$ cat src/rtl/ram_queue_ctrl.sv
// FIFO controller that keeps its entries in an external single-port RAM.
// Push and pop share the RAM port; contended cycles alternate between the two sides.
module ram_queue_ctrl #(
    parameter int unsigned DATA_WIDTH = 6,
    parameter int unsigned ADDR_WIDTH = 4
) (
    input  logic                  clk,
    input  logic                  rst,
    input  logic                  push_valid,
    input  logic [DATA_WIDTH-1:0] push_data,
    output logic                  push_ready,
    input  logic                  pop_req,
    output logic                  pop_ack,
    output logic                  pop_valid,
    output logic [DATA_WIDTH-1:0] pop_data,
    output logic                  ram_write_en,
    output logic                  ram_read_en,
    output logic [ADDR_WIDTH-1:0] ram_addr,
    output logic [DATA_WIDTH-1:0] ram_data_in,
    input  logic [DATA_WIDTH-1:0] ram_data_out,
    output logic [ADDR_WIDTH:0]   count,
    output logic                  full,
    output logic                  empty
);

    typedef enum logic {
        GrantPush = 1'b0,
        GrantPop  = 1'b1
    } grant_e;

    localparam logic [ADDR_WIDTH:0]   DepthCount = {1'b1, {ADDR_WIDTH{1'b0}}};
    localparam logic [ADDR_WIDTH:0]   CountOne   = (ADDR_WIDTH + 1)'(1);
    localparam logic [ADDR_WIDTH-1:0] PtrOne     = ADDR_WIDTH'(1);

    logic [ADDR_WIDTH-1:0] wr_ptr_q, wr_ptr_d;
    logic [ADDR_WIDTH-1:0] rd_ptr_q, rd_ptr_d;
    logic [ADDR_WIDTH:0]   count_q, count_d;
    grant_e                last_grant_q, last_grant_d;
    logic                  pop_valid_q, pop_valid_d;

    logic push_cand, pop_cand;
    logic push_win, pop_win;

    assign full      = (count_q == DepthCount);
    assign empty     = (count_q == '0);
    assign push_cand = push_valid && !full;
    assign pop_cand  = pop_req && !empty;

    // Under contention the side that did not win last time gets the RAM port.
    always_comb begin
        push_win = 1'b0;
        pop_win  = 1'b0;
        if (!rst) begin
            if (push_cand && pop_cand) begin
                if (last_grant_q == GrantPop) begin
                    push_win = 1'b1;
                end else begin
                    pop_win = 1'b1;
                end
            end else begin
                push_win = push_cand;
                pop_win  = pop_cand;
            end
        end
    end

    always_comb begin
        wr_ptr_d     = wr_ptr_q;
        rd_ptr_d     = rd_ptr_q;
        count_d      = count_q;
        last_grant_d = last_grant_q;
        pop_valid_d  = pop_win;
        if (push_win) begin
            wr_ptr_d     = wr_ptr_q + PtrOne;
            count_d      = count_q + CountOne;
            last_grant_d = GrantPush;
        end else if (pop_win) begin
            rd_ptr_d     = rd_ptr_q + PtrOne;
            count_d      = count_q - CountOne;
            last_grant_d = GrantPop;
        end
    end

    always_ff @(posedge clk) begin
        if (rst) begin
            wr_ptr_q     <= '0;
            rd_ptr_q     <= '0;
            count_q      <= '0;
            last_grant_q <= GrantPop;
            pop_valid_q  <= 1'b0;
        end else begin
            wr_ptr_q     <= wr_ptr_d;
            rd_ptr_q     <= rd_ptr_d;
            count_q      <= count_d;
            last_grant_q <= last_grant_d;
            pop_valid_q  <= pop_valid_d;
        end
    end

    assign push_ready   = push_win;
    assign ram_write_en = push_win;
    assign pop_ack      = pop_win;
    assign ram_read_en  = pop_win;
    assign ram_addr     = pop_win ? rd_ptr_q : wr_ptr_q;
    assign ram_data_in  = push_data;

    // RAM read data lines up with pop_valid one cycle after the read strobe.
    assign pop_valid = pop_valid_q;
    assign pop_data  = pop_valid_q ? ram_data_out : '0;
    assign count     = count_q;

endmodule

$ cat config.mk
export PLATFORM = sky130hd
export DESIGN_NAME = ram_queue_ctrl
export DESIGN_NICKNAME = d
export VERILOG_FILES = /design/src/rtl/ram_queue_ctrl.sv
export SDC_FILE = /design/constraint.sdc
export NUM_CORES = 1
export LEC_CHECK = 0
export CAP_MARGIN = 20
export CORE_MARGIN = 2
export CORE_UTILIZATION = 38
export CTS_CLUSTER_DIAMETER = 80
export CTS_CLUSTER_SIZE = 12
export DETAILED_ROUTE_END_ITERATION = 8
export GPL_ROUTABILITY_DRIVEN = 1
export HOLD_SLACK_MARGIN = 0.08
export PLACE_DENSITY = 0.8
export SLEW_MARGIN = 20
export SYNTH_ARGS = -nofsm -noshare
export SYNTH_HDL_FRONTEND = slang
export SYNTH_SLANG_ARGS = --single-unit
export TNS_END_PERCENT = 1
$ cat constraint.sdc
create_clock -name clk -period 2.3 [get_ports clk]
set_input_delay 0.46 -clock clk [delete_from_list [all_inputs] [get_ports clk]]
set_output_delay 0.46 -clock clk [all_outputs]
set_load 0.005 [all_outputs]
==> metrics.yaml <==
drc_errors: 0
min_path_type: "reg -> reg"
drive_gt1_share_pct: 38.1
final_antenna_net_count: 0
n_fill_cell: 223
violations: "negative setup slack"
slowest_stage: "or4_4"
power.total_mw: 1.49
grt_pass1_wl_um: 4660
avgViaCountPerCell: 5.46
hpwl_um: 2140
slew_headroom_pct: 73.7
cts_buffer_depth: 2
cts_buffers: 3
die_y_um: 57.1
drt_wl_total_um: 2820
ys_async_sr_fraction_pct: 0
ir_worst_vdd_uv: 492
ys_seq_elements: 15
clkSinkCount: 15
dieWidth_um: 57.1
status: "finished, violations left"
clock_latency_ps: 300
grt-ovfl-total: 0
r2r-start: "count[3]"
fin_crit_sh_pct: 108
dieArea_sq_um: 3260
seq_area_frac_synth_pct: 28.0
end_kind: "primary output"
crit_family: "simple AND/OR/NAND/NOR gates"
fin_area_sq_um: 1620
antennaDiodeCount: 0
fp-row-count: 19
drv_slew: 0
port_buffers: 31
cp.buffers_inverters: 2
fin_crit_ps: 2490
max_freq_mhz: 401
hold_viol_final: 0
cap_violations: 0
antenna_found_initial: 0
max_stage_delay_ps: 560
cts_root_buf: "clkbuf_4"
postSynthCellCount: 117
p_leak_nw: 0.668
worstHoldStart: "wr_ptr_q[3]"
synth-edff-count: 0
setup_viol: 9
start_kind: "register"
grt_max_degree: 13
setup_tns_ps: -893
worstMarginPinSlew_ps: 393
synth_top_area_share_pct: 28.0
start_util_pct: 39.6
synth_ff_type: "dfxtp_1"
critical_path_class: "reg -> out"
crit_path_start: "count[3]"
synth.avg_cell_area_sq_um: 9.16
clock_skew_ps: 3.60
p_per_area_nw_per_um2: 923
fin_util_pct: 59.6
track_usage_pct: 17.8
h-tree-depth: 1
synth_area_leaders: "dfxtp_1, mux2_4, ha_1, a21oi_1, buf_4"
syn-cell-area_sq_um: 1070
gp_congestion: 0.854
drtPass1Iterations: 4
design.core.area_sq_um: 2710
area_growth_syn_to_layout_pct: 50.8
rsz0062_at_grt: "yes"
clk_pin_slew_worst_paths_ps: 90
vias: 1087
synth_nets: 139
yosys_warnings: 0
critPathMaxFanout: 4
wl_per_cell_um: 14.2
worstPathArrival_ps: 2030
final_cell_mix: "buf_4, clkdlybuf4s50_1, dfxtp_1, a21oi_1, buf_6"
grt_pass1_vias: 1003
initialDrtViolationCount: 27
path_cells: "or4_4, o21ai_4, nor3_4, buf_4, mux2_4, buf_6"
placed_area_sq_um: 1510
reg2reg_slack_ps: -80
synth_cell_types: 38
place_ws_ps: -465
setup_ws_ps: -191
cp.required_ps: 1840
finalNetCount: 191
yosys.area.top_type: "dfxtp_1"
io_pins: 44
cts_tree: "done"
final_common_cell: "buf_4"
## final cells by class
class,instances,area (sq um),share of cell area (%)
inverters,3,11.3,0.697
flip-flops and latches,15,308,19.0
repair buffers,60,526,32.5
clock buffers,4,26.3,1.63
multi-input cells,86,707,43.7
well taps,31,38.8,2.40
## sequential cells by signal, indices dropped and copies added (netlist names)
register and cells:
count 5, last_grant_q 1, pop_valid 1, rd_ptr_q 4
wr_ptr_q 4
## worst min-delay path: cells and delay by family (launching register included)
family	cells	cell delay, ps
flip-flops	1	330
AO/OA/AOI/OAI	2	120
## per-stage QoR
| step | hold slack (ps) | instances |
|---|---|---|
| after CTS | 492 | 197 |
| final | 489 | 199 |
| after global routing | 540 | 199 |
| after detailed placement | 473 | 188 |
| after floorplan | 441 | 117 |
| after global placement | 467 | 188 |
## what timing repair did
item	CTS	global route
buffers inserted	5	2
resized for setup	35	14
hold buffers	0	0
endpoints found under the hold margin	0	0
endpoints found under the setup margin	12	12
pin swaps	4	13
## layer usage
metal | GRT usage, % | wire length (um) | vias up | part of all wire [%]
li1 | - | - | 527 | -
met5 | 0 | 0 | - | 0
met3 | 3.17 | 179 | 3 | 6.3
met4 | 6.31 | 29 | 0 | 1.0
met2 | 31.2 | 1430 | 42 | 51
met1 | 21.8 | 1180 | 515 | 42
## synthesized netlist by cell type, drive strengths merged (4+ instances only)
cell type and number:
dfxtp 15, a21oi 12, buf 10, o21ai 8
and2 7, nor2 6, nor3 6, ha 5
mux2 5, nand3 5, o31ai 4, or4 4
## worst paths after layout
path              cells past startpoint          end
hold / removal                        2  wr_ptr_q[3]
hold reg to reg                       2  wr_ptr_q[3]
setup reg to reg                     10     count[3]
setup / recovery                      6  ram_addr[0]
## power breakdown
group	internal, mW	switching (mW)
registers	0.321	0.0815
logic	0.516	0.414
clock network	0.0677	0.0914
total	0.904	0.587
## cells by family (layout without fill, tap and decap cells)
group / count (synthesis) / count (layout) / share of synthesized area [%]
buf+inv: 16 / 67 / 9.80
simple gates: 39 / 39 / 24.4
mux: 5 / 5 / 7.00
xor+xnor: 2 / 2 / 1.63
compound gates: 34 / 34 / 21.5
fa+ha+maj: 6 / 6 / 7.70
flops: 15 / 15 / 28.0
(Power assumes the default switching activity.)
